==> config.mk <==
export PLATFORM = sky130hd
export DESIGN_NAME = sync_fifo_buffer_flat
export DESIGN_NICKNAME = d
export VERILOG_FILES = /design/src/rtl/sync_fifo_buffer_if.sv /design/src/rtl/sync_fifo_buffer.sv /design/src/flat_wrapper.sv
export SDC_FILE = /design/constraint.sdc
export NUM_CORES = 1
export LEC_CHECK = 0
export ABC_AREA = 1
export BUFFER_PORTS_ARGS = -buffer_cell sky130_fd_sc_hd__buf_2
export CORE_UTILIZATION = 60
export DETAILED_ROUTE_END_ITERATION = 12
export GPL_ROUTABILITY_DRIVEN = 0
export PLACE_DENSITY = 0.79
export SKIP_CTS_REPAIR_TIMING = 1
export SYNTH_ARGS = -nofsm -noshare
export SYNTH_HDL_FRONTEND = slang
export SYNTH_SLANG_ARGS = --single-unit
==> constraint.sdc <==
create_clock -name clk_i -period 4.7 [get_ports clk_i]
set_clock_uncertainty 0.1 [all_clocks]
set_input_delay 0.705 -clock clk_i [delete_from_list [all_inputs] [get_ports clk_i]]
set_output_delay 0.705 -clock clk_i [all_outputs]
set_load 0.005 [all_outputs]
==> src/rtl/sync_fifo_buffer_if.sv <==
// Handshake and status bundle for sync_fifo_buffer.
// master: the producer/consumer side. slave: the FIFO itself.
// The overflow_o/underflow_o signals exist only when SYNC_FIFO_ERR_FLAGS_EN is defined.
interface sync_fifo_buffer_if #(
    parameter int data_size    = 8,
    parameter int address_size = 3
);
    logic                    write_en_i;
    logic [data_size-1:0]    write_data_i;
    logic                    read_en_i;
    logic [data_size-1:0]    read_data_o;
    logic                    read_valid_o;
    logic                    full_o;
    logic                    empty_o;
    logic                    almost_full_o;
    logic                    almost_empty_o;
    logic [address_size:0]   count_o;
`ifdef SYNC_FIFO_ERR_FLAGS_EN
    logic                    overflow_o;
    logic                    underflow_o;

    modport master (
        output write_en_i, write_data_i, read_en_i,
        input  read_data_o, read_valid_o, full_o, empty_o,
               almost_full_o, almost_empty_o, count_o, overflow_o, underflow_o
    );

    modport slave (
        input  write_en_i, write_data_i, read_en_i,
        output read_data_o, read_valid_o, full_o, empty_o,
               almost_full_o, almost_empty_o, count_o, overflow_o, underflow_o
    );
`else
    modport master (
        output write_en_i, write_data_i, read_en_i,
        input  read_data_o, read_valid_o, full_o, empty_o,
               almost_full_o, almost_empty_o, count_o
    );

    modport slave (
        input  write_en_i, write_data_i, read_en_i,
        output read_data_o, read_valid_o, full_o, empty_o,
               almost_full_o, almost_empty_o, count_o
    );
`endif
endinterface

==> src/rtl/sync_fifo_buffer.sv <==
// Single-clock FIFO: storage, wrap-bit pointers, occupancy count,
// registered read data with a valid strobe and programmable almost flags.
// Optional sticky overflow/underflow flags are built when the macro
// SYNC_FIFO_ERR_FLAGS_EN is defined.
module sync_fifo_buffer #(
    parameter int data_size          = 8,
    parameter int address_size       = 3,
    parameter int almost_full_level  = 6,
    parameter int almost_empty_level = 1
) (
    input  logic                clk_i,
    input  logic                rst_n_i,
    sync_fifo_buffer_if.slave   fifo
);
    localparam int depth = 1 << address_size;

    localparam logic [address_size:0] depth_count  = (address_size+1)'(depth);
    localparam logic [address_size:0] af_level     = (address_size+1)'(almost_full_level);
    localparam logic [address_size:0] ae_level     = (address_size+1)'(almost_empty_level);
    localparam logic [address_size:0] one_step     = (address_size+1)'(1);

    // Storage array; intentionally not reset so it maps onto block RAM.
    logic [data_size-1:0]  mem [depth];

    logic [address_size:0] wr_ptr_reg;
    logic [address_size:0] rd_ptr_reg;
    logic [address_size:0] count_reg;
    logic [address_size:0] count_next;
    logic [data_size-1:0]  read_data_reg;
    logic                  read_valid_reg;

    logic full_flag;
    logic empty_flag;
    logic wr_acc;
    logic rd_acc;

    // Flags come from registered count only, so no input reaches a flag combinationally.
    assign full_flag  = (count_reg == depth_count);
    assign empty_flag = (count_reg == '0);

    // A full FIFO refuses writes, an empty one refuses reads; the other
    // request in the same cycle still proceeds (no fall-through when empty).
    assign wr_acc = fifo.write_en_i && !full_flag;
    assign rd_acc = fifo.read_en_i  && !empty_flag;

    // Occupancy bookkeeping: simultaneous accepted read and write cancel out.
    always_comb begin
        count_next = count_reg;
        unique case ({wr_acc, rd_acc})
            2'b10:   count_next = count_reg + one_step;
            2'b01:   count_next = count_reg - one_step;
            default: count_next = count_reg;
        endcase
    end

    // Memory write port, indexed by the low pointer bits.
    always_ff @(posedge clk_i) begin
        if (wr_acc) begin
            mem[wr_ptr_reg[address_size-1:0]] <= fifo.write_data_i;
        end
    end

    // Pointers, count and the registered read port; reset empties the FIFO at once.
    always_ff @(posedge clk_i or negedge rst_n_i) begin
        if (!rst_n_i) begin
            wr_ptr_reg     <= '0;
            rd_ptr_reg     <= '0;
            count_reg      <= '0;
            read_data_reg  <= '0;
            read_valid_reg <= 1'b0;
        end else begin
            count_reg      <= count_next;
            read_valid_reg <= rd_acc;
            if (wr_acc) begin
                wr_ptr_reg <= wr_ptr_reg + one_step;
            end
            if (rd_acc) begin
                // Reads the pre-edge contents, so a same-cycle write is never returned.
                read_data_reg <= mem[rd_ptr_reg[address_size-1:0]];
                rd_ptr_reg    <= rd_ptr_reg + one_step;
            end
        end
    end

    assign fifo.read_data_o    = read_data_reg;
    assign fifo.read_valid_o   = read_valid_reg;
    assign fifo.full_o         = full_flag;
    assign fifo.empty_o        = empty_flag;
    assign fifo.almost_full_o  = (count_reg >= af_level);
    assign fifo.almost_empty_o = (count_reg <= ae_level);
    assign fifo.count_o        = count_reg;

`ifdef SYNC_FIFO_ERR_FLAGS_EN
    logic overflow_reg;
    logic underflow_reg;

    // Sticky error flags: any request made against a full/empty FIFO is remembered until reset.
    always_ff @(posedge clk_i or negedge rst_n_i) begin
        if (!rst_n_i) begin
            overflow_reg  <= 1'b0;
            underflow_reg <= 1'b0;
        end else begin
            if (fifo.write_en_i && full_flag) begin
                overflow_reg <= 1'b1;
            end
            if (fifo.read_en_i && empty_flag) begin
                underflow_reg <= 1'b1;
            end
        end
    end

    assign fifo.overflow_o  = overflow_reg;
    assign fifo.underflow_o = underflow_reg;
`endif

endmodule

==> src/flat_wrapper.sv <==
// flat-port wrapper written by rule: the top's interface ports become plain ports
module sync_fifo_buffer_flat 
#(
    parameter int data_size          = 8,
    parameter int address_size       = 3,
    parameter int almost_full_level  = 6,
    parameter int almost_empty_level = 1
)
  (clk_i, rst_n_i, fifo_write_en_i, fifo_write_data_i, fifo_read_en_i, fifo_read_data_o, fifo_read_valid_o, fifo_full_o, fifo_empty_o, fifo_almost_full_o, fifo_almost_empty_o, fifo_count_o);
  sync_fifo_buffer_if #(.data_size(data_size), .address_size(address_size)) fifo_i ();
  input  logic clk_i;
  input  logic rst_n_i;
  input wire logic [$bits(fifo_i.write_en_i)-1:0] fifo_write_en_i;
  input wire logic [$bits(fifo_i.write_data_i)-1:0] fifo_write_data_i;
  input wire logic [$bits(fifo_i.read_en_i)-1:0] fifo_read_en_i;
  output wire logic [$bits(fifo_i.read_data_o)-1:0] fifo_read_data_o;
  output wire logic [$bits(fifo_i.read_valid_o)-1:0] fifo_read_valid_o;
  output wire logic [$bits(fifo_i.full_o)-1:0] fifo_full_o;
  output wire logic [$bits(fifo_i.empty_o)-1:0] fifo_empty_o;
  output wire logic [$bits(fifo_i.almost_full_o)-1:0] fifo_almost_full_o;
  output wire logic [$bits(fifo_i.almost_empty_o)-1:0] fifo_almost_empty_o;
  output wire logic [$bits(fifo_i.count_o)-1:0] fifo_count_o;
  assign fifo_i.write_en_i = fifo_write_en_i;
  assign fifo_i.write_data_i = fifo_write_data_i;
  assign fifo_i.read_en_i = fifo_read_en_i;
  assign fifo_read_data_o = fifo_i.read_data_o;
  assign fifo_read_valid_o = fifo_i.read_valid_o;
  assign fifo_full_o = fifo_i.full_o;
  assign fifo_empty_o = fifo_i.empty_o;
  assign fifo_almost_full_o = fifo_i.almost_full_o;
  assign fifo_almost_empty_o = fifo_i.almost_empty_o;
  assign fifo_count_o = fifo_i.count_o;
  sync_fifo_buffer #(.data_size(data_size), .address_size(address_size), .almost_full_level(almost_full_level), .almost_empty_level(almost_empty_level)) u_core (.clk_i(clk_i), .rst_n_i(rst_n_i), .fifo(fifo_i));
endmodule
==> reports/metrics.cfg, run 1 <==
[yosys]
ys_warn_count=0
ys_types=24
synth_xor_xnor_area_share_pct=1.44
synth_compound_area_share_pct=0.994
synthSimpleGateAreaFrac_pct=21.1
syn_inst=361
ys_ff_latch=83
avgSynthCellArea_um2=10.1
synth_top_family_by_area=simple AND/OR/NAND/NOR gates
synthAdderAreaFrac_pct=2.40
synthesis.nets=380
synthMuxAreaShare_pct=0
ys_seq_area_share_pct=65.7
synthesis.area_um2=3650

[detailed_routing]
drtPass1Iterations=5
viasPerCell=5.38
drt_iter0_markers=249
drcViolationCount=0
finalWirelength_um=7410
post_drt_wl_per_cell_um=15.8
postRouteAntennaNets=0
vias=2518

[sta]
slew_viol_final=0
finalSetupViolCount=0
fin_tns_setup_ps=0
fin_crit_sh_pct=56.4
max_freq_mhz=377
finalHoldViolations=0
relSlewSlack_pct=28.7
rsz0062_at_grt=no
setup_ws_ps=2050
hold-worst-slack_ps=198
period_needed_ps=2650
tightest_slew_ps=1070

[power]
powerDensity_nw_per_um2=591
p_leak_nw=1.86
ir_worst_vdd_mv=0.384

[place]
portBuffers=28
post-place-ws_ps=2110
dp_hpwl_um=4760

[setup_path]
reg2reg_depth=6
endpoint_kind=flip-flop
crit_arrival_ps=2850
critPathKind=flip-flop to flip-flop
worstSetupStartpointType=flip-flop
crit_fanout=34
required_ps=4900

[cts]
htreeDepth=3
cts_buffers=9
path_clk_slew_ps=80
clockRootBuffer=clkbuf_8
clkLatencyLatePin_ps=350
clkSinkCount=83
cts_max_path_buffers=2
cts_tree=yes

[die]
die_h_um=80.0
ios=29
die_x_um=80.0
start_util_pct=62.0
rows=28
core_um2=5890
dieArea_um2=6400

[grt]
grt_pass1_vias=2443
grt_first_pass_wirelength_um=12000
grt_max_degree=35
grt-ovfl-total=0
grt_antenna_before_repair=0
grt_usage_pct=26.4

[cells_and_area]
drive_gt1_share_pct=12.7
largest_reg_flops=64
nets=407
syn2layout_area_growth_pct=10.1
postLayoutCoreUtil_pct=68.3
diodes=0

[run_status]
status=finished clean

[run]
cap_violations=0

[worst_hold_path]
hp-class=input port to async pin

## worst max-delay path, stage by stage (launching register included)
cell,delay [ps]
dfrtp_1,1050
inv_1,780
nand2_1,230
nand3_1,90
nand3_1,120
nand3_1,120
nand2_1,80
## synth_stat cells
cell | instances | area (um2)
inv_1 | 60 | 225
nor2_4 | 1 | 11.3
or2_4 | 1 | 8.76
clkbuf_1 | 3 | 11.3
o21ai_0 | 5 | 25.0
nand3_1 | 49 | 245
nand4_1 | 1 | 6.26
o21ai_1 | 1 | 5.00
inv_2 | 3 | 11.3
nand2_2 | 2 | 12.5
nand2_1 | 113 | 424
buf_2 | 6 | 30.0
clkbuf_2 | 1 | 5.00
buf_4 | 2 | 15.0
edfxtp_1 | 64 | 1920
nor2_1 | 12 | 45.0
o22ai_1 | 1 | 6.26
clkinv_1 | 2 | 7.51
xnor2_1 | 2 | 17.5
ha_1 | 7 | 87.6
nand2_4 | 1 | 11.3
xor2_1 | 4 | 35.0
nor2_2 | 1 | 6.26
dfrtp_1 | 19 | 475
## logic make-up (layout without fill, tap and decap cells)
family          Yosys count  in the layout
fa+ha+maj                 7              7
xor+xnor                  6              6
buf+inv                  77            109
compound gates            7              7
simple gates            181            181
flops                    83             83
## worst paths after layout
kind / startpoint / end / slack, ps
worst max-delay path: u_core.rd_ptr_reg[0]$_DFFE_PN0P_ / u_core.fifo.read_data_o[2]$_DFFE_PN0P_ / 2050
worst max register to register: u_core.rd_ptr_reg[0]$_DFFE_PN0P_ / u_core.fifo.read_data_o[2]$_DFFE_PN0P_ / 2050
worst min register to register: u_core.fifo.read_data_o[7]$_DFFE_PN0P_ / u_core.fifo.read_data_o[7]$_DFFE_PN0P_ / 380
min in group clk_i: u_core.fifo.read_data_o[7]$_DFFE_PN0P_ / u_core.fifo.read_data_o[7]$_DFFE_PN0P_ / 380
worst min-delay path: rst_n_i / u_core.fifo.read_data_o[3]$_DFFE_PN0P_ / 200
max in group asynchronous: rst_n_i / u_core.wr_ptr_reg[2]$_DFFE_PN0P_ / 3960
## area by class of cell
class,instances,area [um2]
Clock buffer,14,163
Clock inverter,2,35.0
Fill cell,445,1870
Inverter,65,244
Multi-Input combinational cell,201,947
Sequential cell,83,2400
Tap cell,75,93.8
Timing Repair Buffer,28,140
## power by group
| group | switching (mW) | internal, mW | total (mW) |
|---|---|---|---|
| clock | 0.237 | 0.275 | 0.512 |
| combinational | 0.467 | 0.275 | 0.742 |
| sequential | 0.165 | 0.958 | 1.12 |
| total | 0.869 | 1.51 | 2.38 |
## per-stage QoR
stage / std cells / instance area, um2 / power, mW
2_1_floorplan: 361 / 3650 / 1.64
3_3_place_gp: 452 / 3820 / 1.83
3_5_place_dp: 452 / 3820 / 1.87
4_1_cts: 468 / 4020 / 2.38
5_1_grt: 468 / 4020 / 2.54
6_report: 468 / 4020 / 2.38
## metal layers
| layer | part of all wire (%) | global-route usage, % | up-vias |
|---|---|---|---|
| met1 | 41 | 35.3 | 1184 |
| li1 | - | - | 1197 |
| met2 | 48 | 40.3 | 117 |
| met4 | 3.2 | 15.9 | 0 |
| met3 | 7.3 | 4.91 | 20 |
| met5 | 0 | 0 | - |
## layout by cell type (no fill, tap or decap), drive strengths merged, types with 2 or more instances in the layout
| cell type | count |
|---|---|
| nand2 | 116 |
| edfxtp | 64 |
| inv | 63 |
| nand3 | 49 |
| buf | 28 |
| dfrtp | 19 |
| nor2 | 14 |
| clkbuf | 14 |
| ha | 7 |
| o21ai | 6 |
| xor2 | 4 |
| clkinv | 3 |
| xnor2 | 2 |
No activity file was read; power rests on OpenSTA's default activity.
==> run 2: changes to the inputs <==
--- a/config.mk
+++ b/config.mk
@@ -7,10 +7,10 @@
 export LEC_CHECK = 0
 export ABC_AREA = 1
 export BUFFER_PORTS_ARGS = -buffer_cell sky130_fd_sc_hd__buf_2
-export CORE_UTILIZATION = 60
+export CORE_UTILIZATION = 53
 export DETAILED_ROUTE_END_ITERATION = 12
 export GPL_ROUTABILITY_DRIVEN = 0
-export PLACE_DENSITY = 0.79
+export PLACE_DENSITY = 0.74
 export SKIP_CTS_REPAIR_TIMING = 1
 export SYNTH_ARGS = -nofsm -noshare
 export SYNTH_HDL_FRONTEND = slang
==> constraint.sdc (replaced) <==
create_clock -name clk_i -period 2.2 [get_ports clk_i]
set_clock_uncertainty 0.1 [all_clocks]
set_input_delay 0.33 -clock clk_i [delete_from_list [all_inputs] [get_ports clk_i]]
set_output_delay 0.33 -clock clk_i [all_outputs]
set_load 0.005 [all_outputs]
==> reports/metrics.cfg, run 2 (synthesized netlist as in run 1, its figures left out) <==
[run_status]
status=finished clean  ; unchanged

[sta]
max_freq_mhz=483  ; was 377 MHz
fin_crit_sh_pct=94.2  ; was 56.4%
slew_viol_final=0  ; unchanged
relSlewSlack_pct=65.8  ; was 28.7%
finalHoldViolations=0  ; unchanged
period_needed_ps=2070  ; was 2650 ps
finalSetupViolCount=0  ; unchanged
rsz0062_at_grt=no  ; unchanged
fin_tns_setup_ps=0  ; unchanged
setup_ws_ps=128  ; was 2050 ps
tightest_slew_ps=509  ; was 1070 ps

[place]
portBuffers=28  ; unchanged
dp_hpwl_um=5240  ; was 4760 um
post-place-ws_ps=112  ; was 2110 ps
placed_cells=474  ; was 452

[cts]
cts_max_path_buffers=2  ; unchanged
clkLatencyLatePin_ps=350  ; about the same
htreeDepth=3  ; unchanged
clockRootBuffer=clkbuf_8  ; unchanged
path_clk_slew_ps=80  ; about the same
cts_buffers=9  ; unchanged
clkSinkCount=83  ; unchanged
cts_tree=yes  ; unchanged

[die]
rows=29  ; was 28
core_um2=6490  ; was 5890 um2
dieArea_um2=7220  ; was 6400 um2
ios=29  ; unchanged
start_util_pct=56.2  ; was 62.0%
die_x_um=85.0  ; was 80.0 um
die_h_um=85.0  ; was 80.0 um

[detailed_routing]
postRouteAntennaNets=0  ; unchanged
vias=2555  ; was 2518
drt_iter0_markers=209  ; was 249
drtPass1Iterations=5  ; unchanged
finalWirelength_um=7430  ; was 7410 um
viasPerCell=5.21  ; was 5.38
post_drt_wl_per_cell_um=15.2  ; was 15.8 um
drcViolationCount=0  ; unchanged

[grt]
grt_first_pass_wirelength_um=12000  ; about the same
grt_usage_pct=22.9  ; was 26.4%
grt_antenna_before_repair=0  ; unchanged
grt_max_degree=34  ; was 35
grt-ovfl-total=0  ; unchanged
grt_pass1_vias=2376  ; was 2443

[setup_path]
endpoint_kind=flip-flop  ; unchanged
reg2reg_slack_ps=130  ; was 2050 ps
crit_fanout=7  ; was 34
worstSetupStartpointType=flip-flop  ; unchanged
critPathKind=flip-flop to flip-flop  ; unchanged
cp_common_cell=inv_1  ; was nand3_1
required_ps=2340  ; was 4900 ps
slowest_delay_ps=460  ; was 1050 ps
cp_slowest_cell=dfrtp_2  ; was dfrtp_1
crit_arrival_ps=2220  ; was 2850 ps
crit_chain=inv_1 -> ha_1 -> nand2_2 -> nor2_2 -> nor2_4 -> inv_2 -> ha_2 -> nor2_1 -> o21ai_0 -> xor2_1 -> inv_1  ; was inv_1 -> nand2_1 -> nand3_1 -> nand3_1 -> nand3_1 -> nand2_1

[cells_and_area]
nets=428  ; was 407
layout_common_cells=113 x nand2_1, 64 x edfxtp_1, 60 x inv_1  ; unchanged
drive_gt1_share_pct=17.4  ; was 12.7%
diodes=0  ; unchanged
final_common_cell=nand2_1  ; unchanged
final_cells=490  ; was 468
largest_reg_flops=64  ; unchanged
syn2layout_area_growth_pct=15.0  ; was 10.1%

[power]
powerDensity_nw_per_um2=1270  ; was 591 nW/um2
p_leak_nw=1.97  ; was 1.86 nW
ir_worst_vdd_mv=0.544  ; was 0.384 mV

[worst_hold_path]
hp-class=input port to flip-flop  ; was input port to async pin

[run]
cap_violations=0  ; unchanged

## run 2: cell types whose count changed in the layout (fill, tap and decap cells not counted), sizes merged
cell	previous run	this run
clkbuf	14	11
dlygate4sd3	0	1
clkinvlp	0	1
buf	28	48
bufinv	1	2
## run 2: metal layers
metal / wire (um) / global-route usage [%] / share of wire [%]
met3: 535 / 7.10 / 7.2
met1: 3350 / 31.3 / 45
met5: 0 / 0 / 0
met2: 3390 / 34.1 / 46
met4: 158 / 10.0 / 2.1
## run 2: final timing paths
check                                                            start                                     end  depth (start not counted)
max in group asynchronous                                      rst_n_i      u_core.fifo.count_o[1]$_DFFE_PN0P_                          2
worst min register to register  u_core.fifo.read_data_o[7]$_DFFE_PN0P_  u_core.fifo.read_data_o[7]$_DFFE_PN0P_                          2
worst max register to register      u_core.fifo.count_o[1]$_DFFE_PN0P_      u_core.fifo.count_o[2]$_DFFE_PN0P_                         11
worst max-delay path                u_core.fifo.count_o[1]$_DFFE_PN0P_      u_core.fifo.count_o[2]$_DFFE_PN0P_                         11
min in group asynchronous                                      rst_n_i  u_core.fifo.read_data_o[2]$_DFFE_PN0P_                          2
worst min-delay path                              fifo_write_data_i[1]              u_core.mem[4][1]$_DFFE_PP_                          1
## run 2: per-stage QoR
step           utilization [%]  hold slack (ps)  power [mW]  instance area (um2)
2_1_floorplan                -            -65.6        3.50                 3650
3_3_place_gp              61.2              188        4.13                 3980
3_5_place_dp              61.2              194        4.16                 3980
4_1_cts                   64.4             -189        5.32                 4180
5_1_grt                   64.6              181        5.70                 4200
6_report                  64.6              187        5.31                 4200
## run 2: worst max-delay path: cells and delay by family (launching register included)
| kind | cells | cell delay [ps] |
|---|---|---|
| adder cells (fa/ha/maj) | 2 | 520 |
| flip-flops | 1 | 460 |
| AND/OR/NAND/NOR | 4 | 380 |
| buffers and inverters | 3 | 260 |
| XOR/XNOR | 1 | 150 |
| AO/OA/AOI/OAI | 1 | 110 |
## run 2: area by class of cell
type | count | area [um2]
Fill cell | 506 | 2300
Clock inverter | 4 | 76.3
Tap cell | 77 | 96.3
Multi-Input combinational cell | 201 | 950
Inverter | 65 | 244
Timing Repair Buffer | 49 | 300
Clock buffer | 11 | 131
Sequential cell | 83 | 2400
## run 2: power by group
group	switching [mW]	internal (mW)	leakage, nW
Sequential	0.200	2.05	0.806
Combinational	1.20	0.707	1.06
Clock	0.518	0.636	0.0996
==> run 3: changes to the inputs <==
--- a/config.mk
+++ b/config.mk
@@ -7,6 +7,7 @@
 export LEC_CHECK = 0
 export ABC_AREA = 1
 export BUFFER_PORTS_ARGS = -buffer_cell sky130_fd_sc_hd__buf_2
+export CORE_ASPECT_RATIO = 0.9
 export CORE_UTILIZATION = 53
 export DETAILED_ROUTE_END_ITERATION = 12
 export GPL_ROUTABILITY_DRIVEN = 0
==> reports/metrics.cfg, run 3 (synthesized netlist as in run 1, its figures left out) <==
[sta]
tightest_slew_ps=515  ; was 509 ps
finalHoldViolations=0  ; unchanged
relSlewSlack_pct=65.7  ; was 65.8%
hold-worst-slack_ps=188  ; was 187 ps
finalSetupViolCount=0  ; unchanged
fin_crit_sh_pct=93.6  ; was 94.2%
period_needed_ps=2060  ; was 2070 ps
fin_tns_setup_ps=0  ; unchanged
setup_ws_ps=140  ; was 128 ps
rsz0062_at_grt=no  ; unchanged
slew_viol_final=0  ; unchanged
max_freq_mhz=485  ; was 483 MHz

[place]
post-place-ws_ps=41.3  ; was 112 ps
placed_cells=484  ; was 474
dp_hpwl_um=5060  ; was 5240 um
portBuffers=28  ; unchanged
placed_cell_area_um2=3970  ; was 3980 um2

[power]
p_seq_share_pct=44.4  ; was 42.3%
combPwrFrac_pct=37.2  ; was 36.0%
switching_power_mw=1.90  ; was 1.92 mW
ir_worst_vdd_mv=0.542  ; was 0.544 mV
p_clk_share_pct=18.4  ; was 21.7%
finalPower_mw=5.04  ; was 5.31 mW
p_leak_nw=1.93  ; was 1.97 nW
p_sw_share_pct=37.6  ; was 36.2%
p_int_mw=3.14  ; was 3.39 mW
powerDensity_nw_per_um2=1220  ; was 1270 nW/um2

[detailed_routing]
drcViolationCount=0  ; unchanged
vias=2497  ; was 2555
drt_iter0_markers=127  ; was 209
drtPass1Iterations=5  ; unchanged
viasPerCell=4.98  ; was 5.21
postRouteAntennaNets=0  ; unchanged
finalWirelength_um=7470  ; was 7430 um
post_drt_wl_per_cell_um=14.9  ; was 15.2 um

[setup_path]
critPathKind=flip-flop to flip-flop  ; unchanged
crit_fanout=7  ; unchanged
endpoint_kind=flip-flop  ; unchanged
required_ps=2340  ; about the same
worstSetupStartpointType=flip-flop  ; unchanged
crit_arrival_ps=2200  ; was 2220 ps

[cells_and_area]
diodes=0  ; unchanged
final_common_cell=nand2_1  ; unchanged
postLayoutCoreUtil_pct=62.6  ; was 64.6%
syn2layout_area_growth_pct=13.6  ; was 15.0%
layout.area.seq_um2=2400  ; unchanged
largest_reg_flops=64  ; unchanged
drive_gt1_share_pct=17.3  ; was 17.4%
n_fill_cell=545  ; was 506
fin_area_um2=4150  ; was 4200 um2
final_cells=501  ; was 490
layout_common_cells=113 x nand2_1, 64 x edfxtp_1, 60 x inv_1  ; unchanged
multi_input_area_um2=952  ; was 950 um2
nets=425  ; was 428

[die]
rows=28  ; was 29
die_x_um=89.5  ; was 85.0 um
dieArea_um2=7220  ; about the same
die_h_um=80.7  ; was 85.0 um
start_util_pct=55.1  ; was 56.2%
core_um2=6620  ; was 6490 um2
ios=29  ; unchanged

[grt]
grt_usage_pct=23.9  ; was 22.9%
grt_max_degree=34  ; unchanged
grt_antenna_before_repair=0  ; unchanged
grt_pass1_vias=2410  ; was 2376
grt_first_pass_wirelength_um=12100  ; was 12000 um
grt-ovfl-total=0  ; unchanged

[cts]
htreeDepth=3  ; unchanged
clkLatencyLatePin_ps=340  ; was 350 ps
clkSinkCount=83  ; unchanged
cts_buffers=9  ; unchanged
clockRootBuffer=clkbuf_8  ; unchanged
cts_tree=yes  ; unchanged
path_clk_slew_ps=80  ; about the same
cts_max_path_buffers=2  ; unchanged

[run]
cap_violations=0  ; unchanged

[run_status]
status=finished clean  ; unchanged

[worst_hold_path]
hp-class=input port to flip-flop  ; unchanged

[run 3: changes by cell type in the layout (fill, tap and decap cells not counted)]
cell / before / now
buf_4: 20 / 17
bufinv_16: 2 / 0
clkinv_2: 0 / 3
clkinv_4: 1 / 0
ha_1: 6 / 5
ha_2: 1 / 2
inv_4: 0 / 1
[run 3: power groups by stage]
| stage | Clock [mW] | Sequential (mW) | Combinational, mW |
|---|---|---|---|
| floorplan | 0 | 2.23 | 1.27 |
| global placement | 0 | 2.25 | 1.81 |
| detailed placement | 0 | 2.27 | 1.86 |
| CTS | 0.952 | 2.23 | 1.87 |
| global route | 1.02 | 2.28 | 2.17 |
| finish | 0.928 | 2.24 | 1.88 |
[run 3: final cells by class]
type / instances / share of cell area [%]
well taps: 90 / 2.72
flip-flops and latches: 83 / 57.9
inverters: 65 / 5.89
repair buffers: 46 / 6.70
multi-input cells: 201 / 23.0
clock buffers: 11 / 3.17
clock inverters: 5 / 0.694
[run 3: path summary, 6_finish.rpt]
| check | start | to | slack (ps) | depth (start not counted) |
|---|---|---|---|---|
| max in group asynchronous | rst_n_i | u_core.fifo.count_o[1]$_DFFE_PN0P_ | 1250 | 2 |
| hold reg to reg | u_core.fifo.read_data_o[1]$_DFFE_PN0P_ | u_core.fifo.read_data_o[1]$_DFFE_PN0P_ | 380 | 2 |
| setup reg to reg | u_core.fifo.count_o[1]$_DFFE_PN0P_ | u_core.fifo.count_o[2]$_DFFE_PN0P_ | 140 | 11 |
| hold / removal | fifo_write_data_i[4] | u_core.mem[7][4]$_DFFE_PP_ | 190 | 1 |
| min in group asynchronous | rst_n_i | u_core.wr_ptr_reg[2]$_DFFE_PN0P_ | 380 | 2 |
| setup / recovery | u_core.fifo.count_o[1]$_DFFE_PN0P_ | u_core.fifo.count_o[2]$_DFFE_PN0P_ | 140 | 11 |
[run 3: worst max-delay path, cell delays in order (launching register included)]
cell and delay (ps):
dfrtp_2 450, inv_1 130, ha_2 220, nand2_2 60, nor2_2 140, nor2_4 60
inv_2 70, ha_2 300, nor2_1 130, o21ai_0 110, xor2_1 130, inv_1 50
[run 3: routing by layer]
layer  track usage (%)  part of all wire, %
met1              33.0                   45
met2              37.3                   48
met3              5.45                  5.4
met4              8.25                  1.1
met5                 0                    0
